[src/rtl/fetch_pkg.sv]
// Shared constants and types for the instruction fetch stage.
package fetch_pkg;

   localparam int unsigned PC_STEP            = 4;
   localparam logic [31:0] DEFAULT_RESET_ADDR = 32'h0040_0000;

   typedef enum logic [1:0] {
      OUT_EMPTY = 2'd0,
      OUT_ONE   = 2'd1,
      OUT_TWO   = 2'd2
   } out_state_e;

endpackage : fetch_pkg

[src/rtl/fetch_skid_buffer.sv]
// Two-entry output buffer (output register plus one skid entry) with valid/ready
// on the consumer side; flush drops both entries but keeps a transfer in that cycle.
module fetch_skid_buffer
   import fetch_pkg::*;
#(
   parameter int unsigned WIDTH = 64
) (
   input  logic             clk,
   input  logic             rst_n,
   input  logic             flush_i,
   input  logic             in_valid_i,
   input  logic [WIDTH-1:0] in_data_i,
   input  logic             out_ready_i,
   output logic             out_valid_o,
   output logic [WIDTH-1:0] out_data_o,
   output logic             skid_valid_o
);

   out_state_e       state_q, state_d;
   logic [WIDTH-1:0] out_data_q, out_data_d;
   logic [WIDTH-1:0] skid_data_q, skid_data_d;
   logic             transfer;

   assign out_valid_o  = (state_q != OUT_EMPTY);
   assign skid_valid_o = (state_q == OUT_TWO);
   assign out_data_o   = out_data_q;
   assign transfer     = out_valid_o && out_ready_i;

   always_comb begin
      state_d     = state_q;
      out_data_d  = out_data_q;
      skid_data_d = skid_data_q;
      unique case (state_q)
         OUT_EMPTY: begin
            if (in_valid_i) begin
               out_data_d = in_data_i;
               state_d    = OUT_ONE;
            end
         end
         OUT_ONE: begin
            if (transfer && in_valid_i) begin
               out_data_d = in_data_i;
            end else if (transfer) begin
               state_d = OUT_EMPTY;
            end else if (in_valid_i) begin
               skid_data_d = in_data_i;
               state_d     = OUT_TWO;
            end
         end
         OUT_TWO: begin
            // Upstream never returns a word while the skid entry is occupied.
            if (transfer) begin
               out_data_d = skid_data_q;
               state_d    = OUT_ONE;
            end
         end
         default: state_d = OUT_EMPTY;
      endcase
      if (flush_i) begin
         state_d = OUT_EMPTY;
      end
   end

   always_ff @(posedge clk) begin
      if (!rst_n) begin
         state_q     <= OUT_EMPTY;
         out_data_q  <= '0;
         skid_data_q <= '0;
      end else begin
         state_q     <= state_d;
         out_data_q  <= out_data_d;
         skid_data_q <= skid_data_d;
      end
   end

endmodule : fetch_skid_buffer

[src/rtl/instr_fetch_unit.sv]
// Fetch stage: owns the PC, issues one address per cycle to a 1-cycle-latency
// memory and hands returned words to decode through a two-entry output buffer.
module instr_fetch_unit
   import fetch_pkg::*;
#(
   parameter int unsigned DATA_WIDTH = 32,
   parameter int unsigned ADDR_WIDTH = 32,
   parameter logic [ADDR_WIDTH-1:0] RESET_ADDR = ADDR_WIDTH'(DEFAULT_RESET_ADDR)
) (
   input  logic                  clk,
   input  logic                  rst_n,
   input  logic                  Stall_i,
   input  logic                  Branch_Taken_i,
   input  logic [ADDR_WIDTH-1:0] Branch_Target_i,
   output logic [ADDR_WIDTH-1:0] Address_o,
   input  logic [DATA_WIDTH-1:0] Instruction_i,
   output logic [DATA_WIDTH-1:0] Instr_o,
   output logic [ADDR_WIDTH-1:0] Pc_o,
   output logic                  Instr_Valid_o,
   input  logic                  Ready_i
);

   localparam int unsigned PAYLOAD_W = DATA_WIDTH + ADDR_WIDTH;

   logic [ADDR_WIDTH-1:0] pc_q, pc_d;
   logic [ADDR_WIDTH-1:0] inflight_pc_q, inflight_pc_d;
   logic                  inflight_q, inflight_d;
   logic                  issue;
   logic                  out_valid;
   logic                  skid_valid;
   logic [PAYLOAD_W-1:0]  ret_payload;
   logic [PAYLOAD_W-1:0]  out_payload;
   logic [1:0]            unused_target_bits;

   assign unused_target_bits = Branch_Target_i[1:0];
   assign Address_o          = pc_q;

   // Hold off when a held output plus a returning word would fill both entries.
   assign issue = !Stall_i && !Branch_Taken_i && !skid_valid &&
                  !(out_valid && !Ready_i && inflight_q);

   always_comb begin
      pc_d          = pc_q;
      inflight_d    = 1'b0;
      inflight_pc_d = inflight_pc_q;
      if (Branch_Taken_i) begin
         pc_d = {Branch_Target_i[ADDR_WIDTH-1:2], 2'b00};
      end else if (issue) begin
         inflight_d    = 1'b1;
         inflight_pc_d = pc_q;
         pc_d          = pc_q + ADDR_WIDTH'(PC_STEP);
      end
   end

   always_ff @(posedge clk) begin
      if (!rst_n) begin
         pc_q          <= RESET_ADDR;
         inflight_q    <= 1'b0;
         inflight_pc_q <= '0;
      end else begin
         pc_q          <= pc_d;
         inflight_q    <= inflight_d;
         inflight_pc_q <= inflight_pc_d;
      end
   end

   assign ret_payload = {Instruction_i, inflight_pc_q};

   fetch_skid_buffer #(
      .WIDTH (PAYLOAD_W)
   ) u_skid (
      .clk          (clk),
      .rst_n        (rst_n),
      .flush_i      (Branch_Taken_i),
      .in_valid_i   (inflight_q),
      .in_data_i    (ret_payload),
      .out_ready_i  (Ready_i),
      .out_valid_o  (out_valid),
      .out_data_o   (out_payload),
      .skid_valid_o (skid_valid)
   );

   assign Instr_Valid_o = out_valid;
   assign Instr_o       = out_payload[PAYLOAD_W-1:ADDR_WIDTH];
   assign Pc_o          = out_payload[ADDR_WIDTH-1:0];

endmodule : instr_fetch_unit

[config.mk]
export PLATFORM = sky130hd
export DESIGN_NAME = instr_fetch_unit
export DESIGN_NICKNAME = d
export VERILOG_FILES = /design/src/rtl/fetch_pkg.sv /design/src/rtl/fetch_skid_buffer.sv /design/src/rtl/instr_fetch_unit.sv
export SDC_FILE = /design/constraint.sdc
export NUM_CORES = 1
export LEC_CHECK = 0
export CAP_MARGIN = 20
export CORE_ASPECT_RATIO = 1.4
export CORE_MARGIN = 8
export CORE_UTILIZATION = 25
export DETAILED_ROUTE_END_ITERATION = 8
export HOLD_SLACK_MARGIN = 0.1
export MAX_ROUTING_LAYER = met4
export PLACE_DENSITY = 0.55
export REMOVE_ABC_BUFFERS = 1
export SLEW_MARGIN = 25
export SYNTH_ARGS = -nofsm -noshare
export SYNTH_HDL_FRONTEND = slang
export SYNTH_HIERARCHICAL = 1
export SYNTH_SLANG_ARGS = --single-unit
[constraint.sdc]
create_clock -name clk -period 2.86 [get_ports clk]
set_input_delay 0.715 -clock clk [delete_from_list [all_inputs] [get_ports clk]]
set_output_delay 0.715 -clock clk [all_outputs]
set_load 0.02 [all_outputs]
# == Word-level counts from Yosys, hierarchy flattened ==
# Cells that the tools add are included.
# word_totals
regBits,195
inputBits,69
out_inout_bits,97
elab_cells,53
# classes
add_sub_neg,1
n_eq_ne,7
n_mux,13
n_bitwise,4
n_reduce_logical,21
# ops
operator,count
64-bit 2-to-1 mux,3
64-bit one-hot mux with 3 select lines,1
32-bit 2-to-1 mux,2
32-bit by 3-bit adder with 32-bit output (second input constant),1
4-bit AND reduction,3
2-bit 2-to-1 mux,5
1-bit logical AND,7
2-bit one-hot mux with 3 select lines,1
1-bit logical NOT,5
2-bit by 1-bit != test with 1-bit output (second input constant),2
2-bit != test (second input constant),2
1-bit NOT,4
2-bit nonzero test,2
3-bit by 2-bit != test with 1-bit output (second input constant),1
3-bit nonzero test,1
2-bit by 1-bit equality test with 1-bit output (second input constant),1
2-bit equality test (second input constant),1
2-bit logical NOT,1
2-bit AND reduction,1
2-bit OR reduction,1
1-bit 2-to-1 mux,1

# == Longest topological paths before layout ==
# Gate-level depths: netlist of the first run.
# depth
ltp_word,7
depth_mapped,12

# == Hierarchy ==
# Netlist of the first run, hierarchy kept.
# by_module_without_submodules
module,instances,cells_per_inst,area_per_inst_um2,seq_area_each_um2
fetch_skid_buffer,1,597,5446.5,2602.5
instr_fetch_unit,1,376,2905.3,1221.2

# == Worst setup path before layout of the first run ==
# Ideal clock, no wire load.
# synth_timing
path_kind,register -> register
startpoint,reg u_skid.state_q[0]
endpoint,reg pc_q[18] (netlist: Address_o[18])
setup_time_ps,74
arrival_time_ps,2205
required_ps,2786
setup_slack_ps,581
stages_incl_launch_ff,13
path_buffers,5
synth_period_minus_slack_ps,2279
cell_sequence,dfxtp_1 -> nand2b_1 -> buf_2 -> buf_6 -> buf_6 -> inv_1 -> nor2_1 -> and3_1 -> clkbuf_1 -> buf_2 -> nand4_1 -> or2_2 -> a31oi_1
# synth_rtl
element,line_no,rtl
"start, declared",fetch_skid_buffer.sv:19,"out_state_e state_q, state_d;"
"start signal, assigned",fetch_skid_buffer.sv:70,state_q <= state_d;
2-bit equality test,fetch_skid_buffer.sv:25,assign skid_valid_o = (state_q == OUT_TWO);
net skid_valid,instr_fetch_unit.sv:30,logic skid_valid;
1-bit logical NOT,instr_fetch_unit.sv:39,assign issue = !Stall_i && !Branch_Taken_i && !skid_valid &&
1-bit logical AND (2 in series),instr_fetch_unit.sv:39,
2-bit nonzero test (no source line),n/a,
"end signal, assigned",instr_fetch_unit.sv:61,pc_q <= pc_d;
"end, declared",instr_fetch_unit.sv:25,"logic [ADDR_WIDTH-1:0] pc_q, pc_d;"
# The timed path passes the listed nets, and every way through them passes these cells.
# A chain may end at the register's enable or synchronous reset.

# == Worst setup path after layout of the first run ==
# layout_timing
startpoint,reg u_skid.state_q[1]
endpoint,out Instr_Valid_o
# layout_between
elab_chain_cells,1
# layout_rtl
element,line_no,rtl
2-bit nonzero test,fetch_skid_buffer.sv:24,assign out_valid_o = (state_q != OUT_EMPTY);
"end, declared",instr_fetch_unit.sv:19,"output logic Instr_Valid_o,"
# No other way between the ends.

==> results of run 1 <==
-- cell usage in the layout (no fill, tap or decap), types with 3 or more instances in the layout --
cell,n
nand2_1,221
dfxtp_1,191
clkdlybuf4s50_1,161
a211oi_1,128
a21oi_1,114
mux2i_1,64
buf_4,27
nor2_1,17
nand4_1,17
a31oi_1,17
clkbuf_16,17
nand3_1,14
inv_1,10
o21ai_0,6
conb_1,6
o21a_1,5
nor3_1,5
o211ai_1,4
mux2_2,4
clkinv_4,4
buf_12,4
and3_1,3
a21o_1,3
nand2b_1,3
and2_1,3
or2_2,3
clkinvlp_4,3
inv_8,3
inv_6,3
-- logic make-up (layout without fill, tap and decap cells) --
family	Yosys count	after routing	synth area share (%)
AO/OA/AOI/OAI	295	295	22.83
XOR/XNOR	2	2	0.2098
adder cells (fa/ha/maj)	1	1	0.1498
buffers and inverters	105	237	5.888
flip-flops	191	191	45.78
multiplexers	68	68	8.210
other	1	6	0.04490
AND/OR/NAND/NOR	310	310	16.88
-- cell usage after synthesis, drive strengths merged (13+ instances only) --
master,count
a211oi,128
a21oi,114
a31oi,17
buf,52
clkbuf,39
dfxtp,191
inv,13
mux2i,64
nand2,221
nand3,15
nand4,20
nor2,18
-- per-layer routing --
metal / share of wire (%) / up-vias / global-route usage [%]
met1: 42 / 3494 / 15.80
met3: 4.5 / 26 / 2.960
met2: 51 / 180 / 22.63
met4: 1.9 / 0 / 4.836
li1: - / 3735 / -
met5: 0 / - / -
-- how the worst max path moves through the flow --
stage	startpoint	end	slack [ps]
final	u_skid/state_q[1]	Instr_Valid_o	270
after floorplan	Ready_i	u_skid/skid_data_q[10]	-2770
after detailed placement	Stall_i	Address_o[23]	100
after CTS	u_skid/state_q[1]	Instr_Valid_o	220
after global placement	Stall_i	Address_o[23]	140
after global routing	u_skid/state_q[1]	Instr_Valid_o	160
-- state kept, by name, summed over array words and instances, names as in the netlist --
register / count
Address_o: 30
inflight_q: 1
u_skid/out_data_o: 64
u_skid/state_q: 2
u_skid/skid_data_q: 64
inflight_pc_q: 30
-- report_power, final --
part | internal (uW) | switching (uW) | total [uW] | leakage [uW]
combinational | 323 | 353 | 676 | 0.00217
sequential | 2740 | 83.7 | 2820 | 0.00155
clock | 1160 | 1200 | 2360 | 0.000272
total | 4220 | 1630 | 5860 | 0.00399
-- per-stage QoR --
step	utilization [%]	setup slack, ps
5_1_grt	33.26	162.3
4_1_cts	33.26	219.5
2_1_floorplan	-	-2773
6_report	33.26	270.7
3_5_place_dp	31.52	103.2
3_3_place_gp	31.52	140.1
-- worst max-delay path, delay by kind of cell (launching register included) --
family,cells,cell delay (ps)
flops,1,580
simple gates,1,210
buf+inv,1,630
-- final cells by class --
| class | instances | area, sq um |
|---|---|---|
| tap | 445 | 556.8 |
| inverter | 13 | 51.30 |
| fill | 3465 | 22100 |
| multi-input combinational | 682 | 4113 |
| timing repair buffer | 192 | 1894 |
| clock inverter | 15 | 150.1 |
| sequential | 191 | 3824 |
| clock buffer | 17 | 425.4 |
==> impl_metrics.py, run 1 <==
metrics = {
    "floorplanning": {
        "fp.dieH_um": 232.3,
        "pin_count": 166,
        "die_x_um": 170.5,
        "rows": 79,
        "fp.coreArea_sq_um": 33110,
        "start_util_pct": 25.22,
        "dieArea_sq_um": 39590,
    },
    "critical_path": {
        "critPathMaxStageDelay_ps": 630,
        "cp_max_fo": 8,
        "crit_type": "flop to primary output",
        "critical_path_arrival_ps": 1870,
        "start_kind": "flop",
        "worst_path_max_delay_cell": "clkdlybuf4s50_1",
        "worstPathRequired_ps": 2140,
        "path_cells": "or2_2 -> clkdlybuf4s50_1",
        "r2r_setup_slack_ps": 480,
        "r2r-end": "u_skid/out_data_o[32]",
        "rr_startpoint": "u_skid/state_q[0]",
        "reg2reg_depth": 5,
        "endpoint_kind": "primary output",
    },
    "place": {
        "gp_congestion": 0.8187,
        "place_area_sq_um": 10440,
        "portBuffers": 161,
        "placed_cells_incl_taps": 1523,
        "hpwl_um": 17410,
    },
    "synthesis": {
        "ys_seq_elements": 191,
        "synthArstFlopShare_pct": 0,
        "ys_seq_area_share_pct": 45.78,
        "synth_edf_count": 0,
        "avgSynthCellArea_sq_um": 8.584,
        "syn_area_sq_um": 8352,
        "synth.area.top_cells": "dfxtp_1 46%, a211oi_1 12%, nand2_1 9.9%, mux2i_1 7.7%, a21oi_1 6.8%",
        "ys.flop_type": "dfxtp_1",
        "synth_top_area_share_pct": 45.78,
        "synth_area_leader_cell": "dfxtp_1",
        "yosysWarnings": 6,
        "yosys.cell_types.count": 58,
        "postSynthCellCount": 973,
    },
    "timing": {
        "worst_pin_slew_ps": 619.1,
        "finalCriticalPeriod_ps": 2589,
        "finalSetupViolations": 0,
        "timing.setup.tns_ps": 0,
        "period_share_pct": 90.53,
        "slew_violations": 0,
        "max_clock_freq_ghz": 0.3862,
        "rsz0062_at_grt": "false",
        "clock_skew_ps": 6.632,
        "hold_ws_ps": 452.4,
        "hold_viol": 0,
        "relSlewSlack_pct": 58.73,
    },
    "layout": {
        "drive_above_1_share_pct": 8.018,
        "area_growth_pct": 31.88,
        "final_cells": 1555,
        "final_cell_area_sq_um": 11010,
        "nets": 1167,
        "antennaDiodeCount": 0,
    },
    "clocking": {
        "clk_transition_reported_paths_ps": 80,
        "clk_latency_ps": 450,
        "cts_buffer_depth": 2,
        "hold_buffers": 0,
        "cts_tree": "yes",
        "root_buffer": "clkbuf_16",
        "numCtsBuffers": 17,
        "ctsResizeCount": 0,
        "clock_sink_count": 191,
        "cts_setup_buffers": 0,
        "htreeDepth": 4,
    },
    "drt": {
        "initialDrtViolationCount": 634,
        "wire_per_inst_um": 16.87,
        "drc": 0,
        "firstDrtPassIters": 6,
        "viasPerCell": 4.781,
        "vias": 7435,
        "wirelength_um": 26230,
        "ant_nets": 0,
    },
    "hold_path": {
        "min_to": "u_skid/skid_data_q[61]",
        "min_path_type": "flop to flop",
        "min_from": "u_skid/skid_data_q[61]",
        "whs_path_depth": 2,
    },
    "run": {
        "drv_cap": 0,
    },
    "global_route": {
        "grt_start_max_net_pins": 81,
        "grt_pass1_vias": 7015,
        "antenna_found_initial": 0,
        "gr-usage-all-layers_pct": 13.57,
        "grt_pass1_wl_um": 40790,
        "overflow": 0,
    },
    "power": {
        "peakVddDrop_v": 0.0002758,
        "p_per_area_nw_per_um2": 531.7,
        "finalPower_uw": 5856,
        "p_leak_uw": 0.003990,
    },
    "run_status": {
        "status": "complete, no violations",
    },
}
No activity file was read; power rests on OpenSTA's default activity.
==> run 2: changes to the inputs <==
--- a/config.mk
+++ b/config.mk
@@ -6,7 +6,7 @@
 export NUM_CORES = 1
 export LEC_CHECK = 0
 export CAP_MARGIN = 20
-export CORE_ASPECT_RATIO = 1.4
+export CORE_ASPECT_RATIO = 0.7
 export CORE_MARGIN = 8
 export CORE_UTILIZATION = 25
 export DETAILED_ROUTE_END_ITERATION = 8
==> impl_metrics.py, run 2 (same netlist as run 1, synthesis figures left out) <==
metrics = {
    "clocking": {
        "root_buffer": "clkbuf_16",
        "cts_buffer_depth": 2,
        "hold_buffers": 0,
        "clk_transition_reported_paths_ps": 70,
        "cts_setup_buffers": 0,
        "ctsResizeCount": 0,
        "clock_sink_count": 191,
        "numCtsBuffers": 17,
        "clk_latency_ps": 450,
        "htreeDepth": 4,
        "cts_tree": "yes",
    },
    "floorplanning": {
        "pin_count": 166,
        "start_util_pct": 25.15,
        "die_x_um": 234.5,
        "dieArea_sq_um": 39610,
        "fp.dieH_um": 168.9,
        "rows": 56,
        "fp.coreArea_sq_um": 33210,
    },
    "layout": {
        "drive_above_1_share_pct": 8.191,
        "final_common_cell": "nand2_1",
        "nets": 1168,
        "antennaDiodeCount": 0,
        "final_cell_mix": "221 x nand2_1, 191 x dfxtp_1, 161 x clkdlybuf4s50_1",
        "fillers": 3464,
        "final_cell_area_sq_um": 11080,
        "final_util_pct": 33.37,
        "area_growth_pct": 32.70,
    },
    "global_route": {
        "grt_pass1_vias": 7210,
        "grt_pass1_wl_um": 43420,
        "grt_start_max_net_pins": 85,
        "antenna_found_initial": 0,
        "gr-usage-all-layers_pct": 14.45,
        "overflow": 0,
    },
    "power": {
        "p_per_area_nw_per_um2": 549.1,
        "p_int_uw": 4522,
        "p_sw_share_pct": 25.71,
        "p_comb_share_pct": 11.3,
        "finalPower_uw": 6086,
        "p_leak_uw": 0.004040,
        "seqPwrFrac_pct": 46.5,
        "clkPwrFrac_pct": 42.2,
        "peakVddDrop_v": 0.0003195,
        "p_switching_uw": 1565,
    },
    "timing": {
        "fin_ws_ps": 273.6,
        "worst_pin_slew_ps": 975.9,
        "finalCriticalPeriod_ps": 2586,
        "hold_ws_ps": 453.2,
        "clock_skew_ps": 10.65,
        "rsz0062_at_grt": "false",
        "max_clock_freq_ghz": 0.3866,
        "relSlewSlack_pct": 34.94,
        "finalSetupViolations": 0,
        "slew_violations": 0,
        "hold_viol": 0,
        "period_share_pct": 90.43,
    },
    "critical_path": {
        "worstPathRequired_ps": 2140,
        "endpoint_kind": "primary output",
        "reg2reg_depth": 8,
        "crit_type": "flop to primary output",
        "critical_path_arrival_ps": 1870,
        "crit_path_start": "u_skid/state_q[1]",
        "r2r_setup_slack_ps": 340,
        "cp_max_fo": 8,
        "r2r-end": "Address_o[14]",
        "rr_startpoint": "u_skid/state_q[0]",
        "start_kind": "flop",
    },
    "drt": {
        "vias": 7572,
        "firstDrtPassIters": 7,
        "wire_per_inst_um": 18.15,
        "wirelength_um": 28060,
        "ant_nets": 0,
        "initialDrtViolationCount": 509,
        "drc": 0,
        "viasPerCell": 4.898,
    },
    "run": {
        "drv_cap": 0,
    },
    "place": {
        "place_area_sq_um": 10460,
        "pre_cts_slack_ps": 111.4,
        "gp_congestion": 0.7789,
        "hpwl_um": 18220,
        "portBuffers": 161,
    },
    "hold_path": {
        "min_to": "u_skid/skid_data_q[50]",
        "min_path_type": "flop to flop",
        "min_from": "u_skid/skid_data_q[50]",
        "whs_path_depth": 2,
    },
    "run_status": {
        "status": "complete, no violations",
    },
}
-- run 2: changes by cell type in the layout (fill, tap and decap cells not counted), moves of 2 or more --
cell | previous run | this run
clkinv_2 | 0 | 3
inv_8 | 3 | 1
inv_6 | 3 | 1
clkinv_4 | 4 | 2
bufinv_16 | 0 | 3
clkinv_8 | 2 | 0
clkbuf_8 | 0 | 3
buf_12 | 4 | 6
-- run 2: worst max path at each step --
stage | end | slack [ps] | cells after the start
2_1_floorplan | u_skid/skid_data_q[10] | -2770 | 3
3_3_place_gp | Address_o[9] | 100 | 6
3_5_place_dp | Address_o[14] | 110 | 7
4_1_cts | Instr_Valid_o | 240 | 2
5_1_grt | Address_o[6] | 140 | 8
6_report | Instr_Valid_o | 270 | 2
-- run 2: stage by stage --
step                TNS [ps]  cells
floorplan            -356960    886
global placement           0   1514
detailed placement         0   1514
CTS                        0   1546
global route               0   1546
finish                     0   1546
-- run 2: layout make-up --
class / instances / area, sq um / area share [%]
clock buffers: 20 / 466.7 / 4.211
clock inverters: 12 / 157.7 / 1.422
inverters: 13 / 51.30 / 0.4629
multi-input cells: 682 / 4113 / 37.11
flip-flops and latches: 191 / 3824 / 34.50
well taps: 435 / 544.3 / 4.911
repair buffers: 193 / 1927 / 17.39
-- run 2: power groups by stage --
stage          clock network (uW)  registers [uW]  logic, uW
6_report                     2570            2830        688
3_3_place_gp                    0            2890        688
3_5_place_dp                    0            2890        692
4_1_cts                      2650            2830        695
2_1_floorplan                   0            2950        231
5_1_grt                      2750            2840        741
-- run 2: critical path, cell delays in order, from the launching register on --
cell and delay [ps]:
dfxtp_1 590, or2_2 230, clkdlybuf4s50_1 610
-- run 2: metal layers --
| layer | vias up | part of all wire [%] | GRT usage, % |
|---|---|---|---|
| met3 | 13 | 5.0 | 3.763 |
| met5 | - | 0 | - |
| met1 | 3658 | 51 | 19.88 |
| met4 | 0 | 0.74 | 3.011 |
| met2 | 170 | 44 | 21.11 |
| li1 | 3731 | - | - |
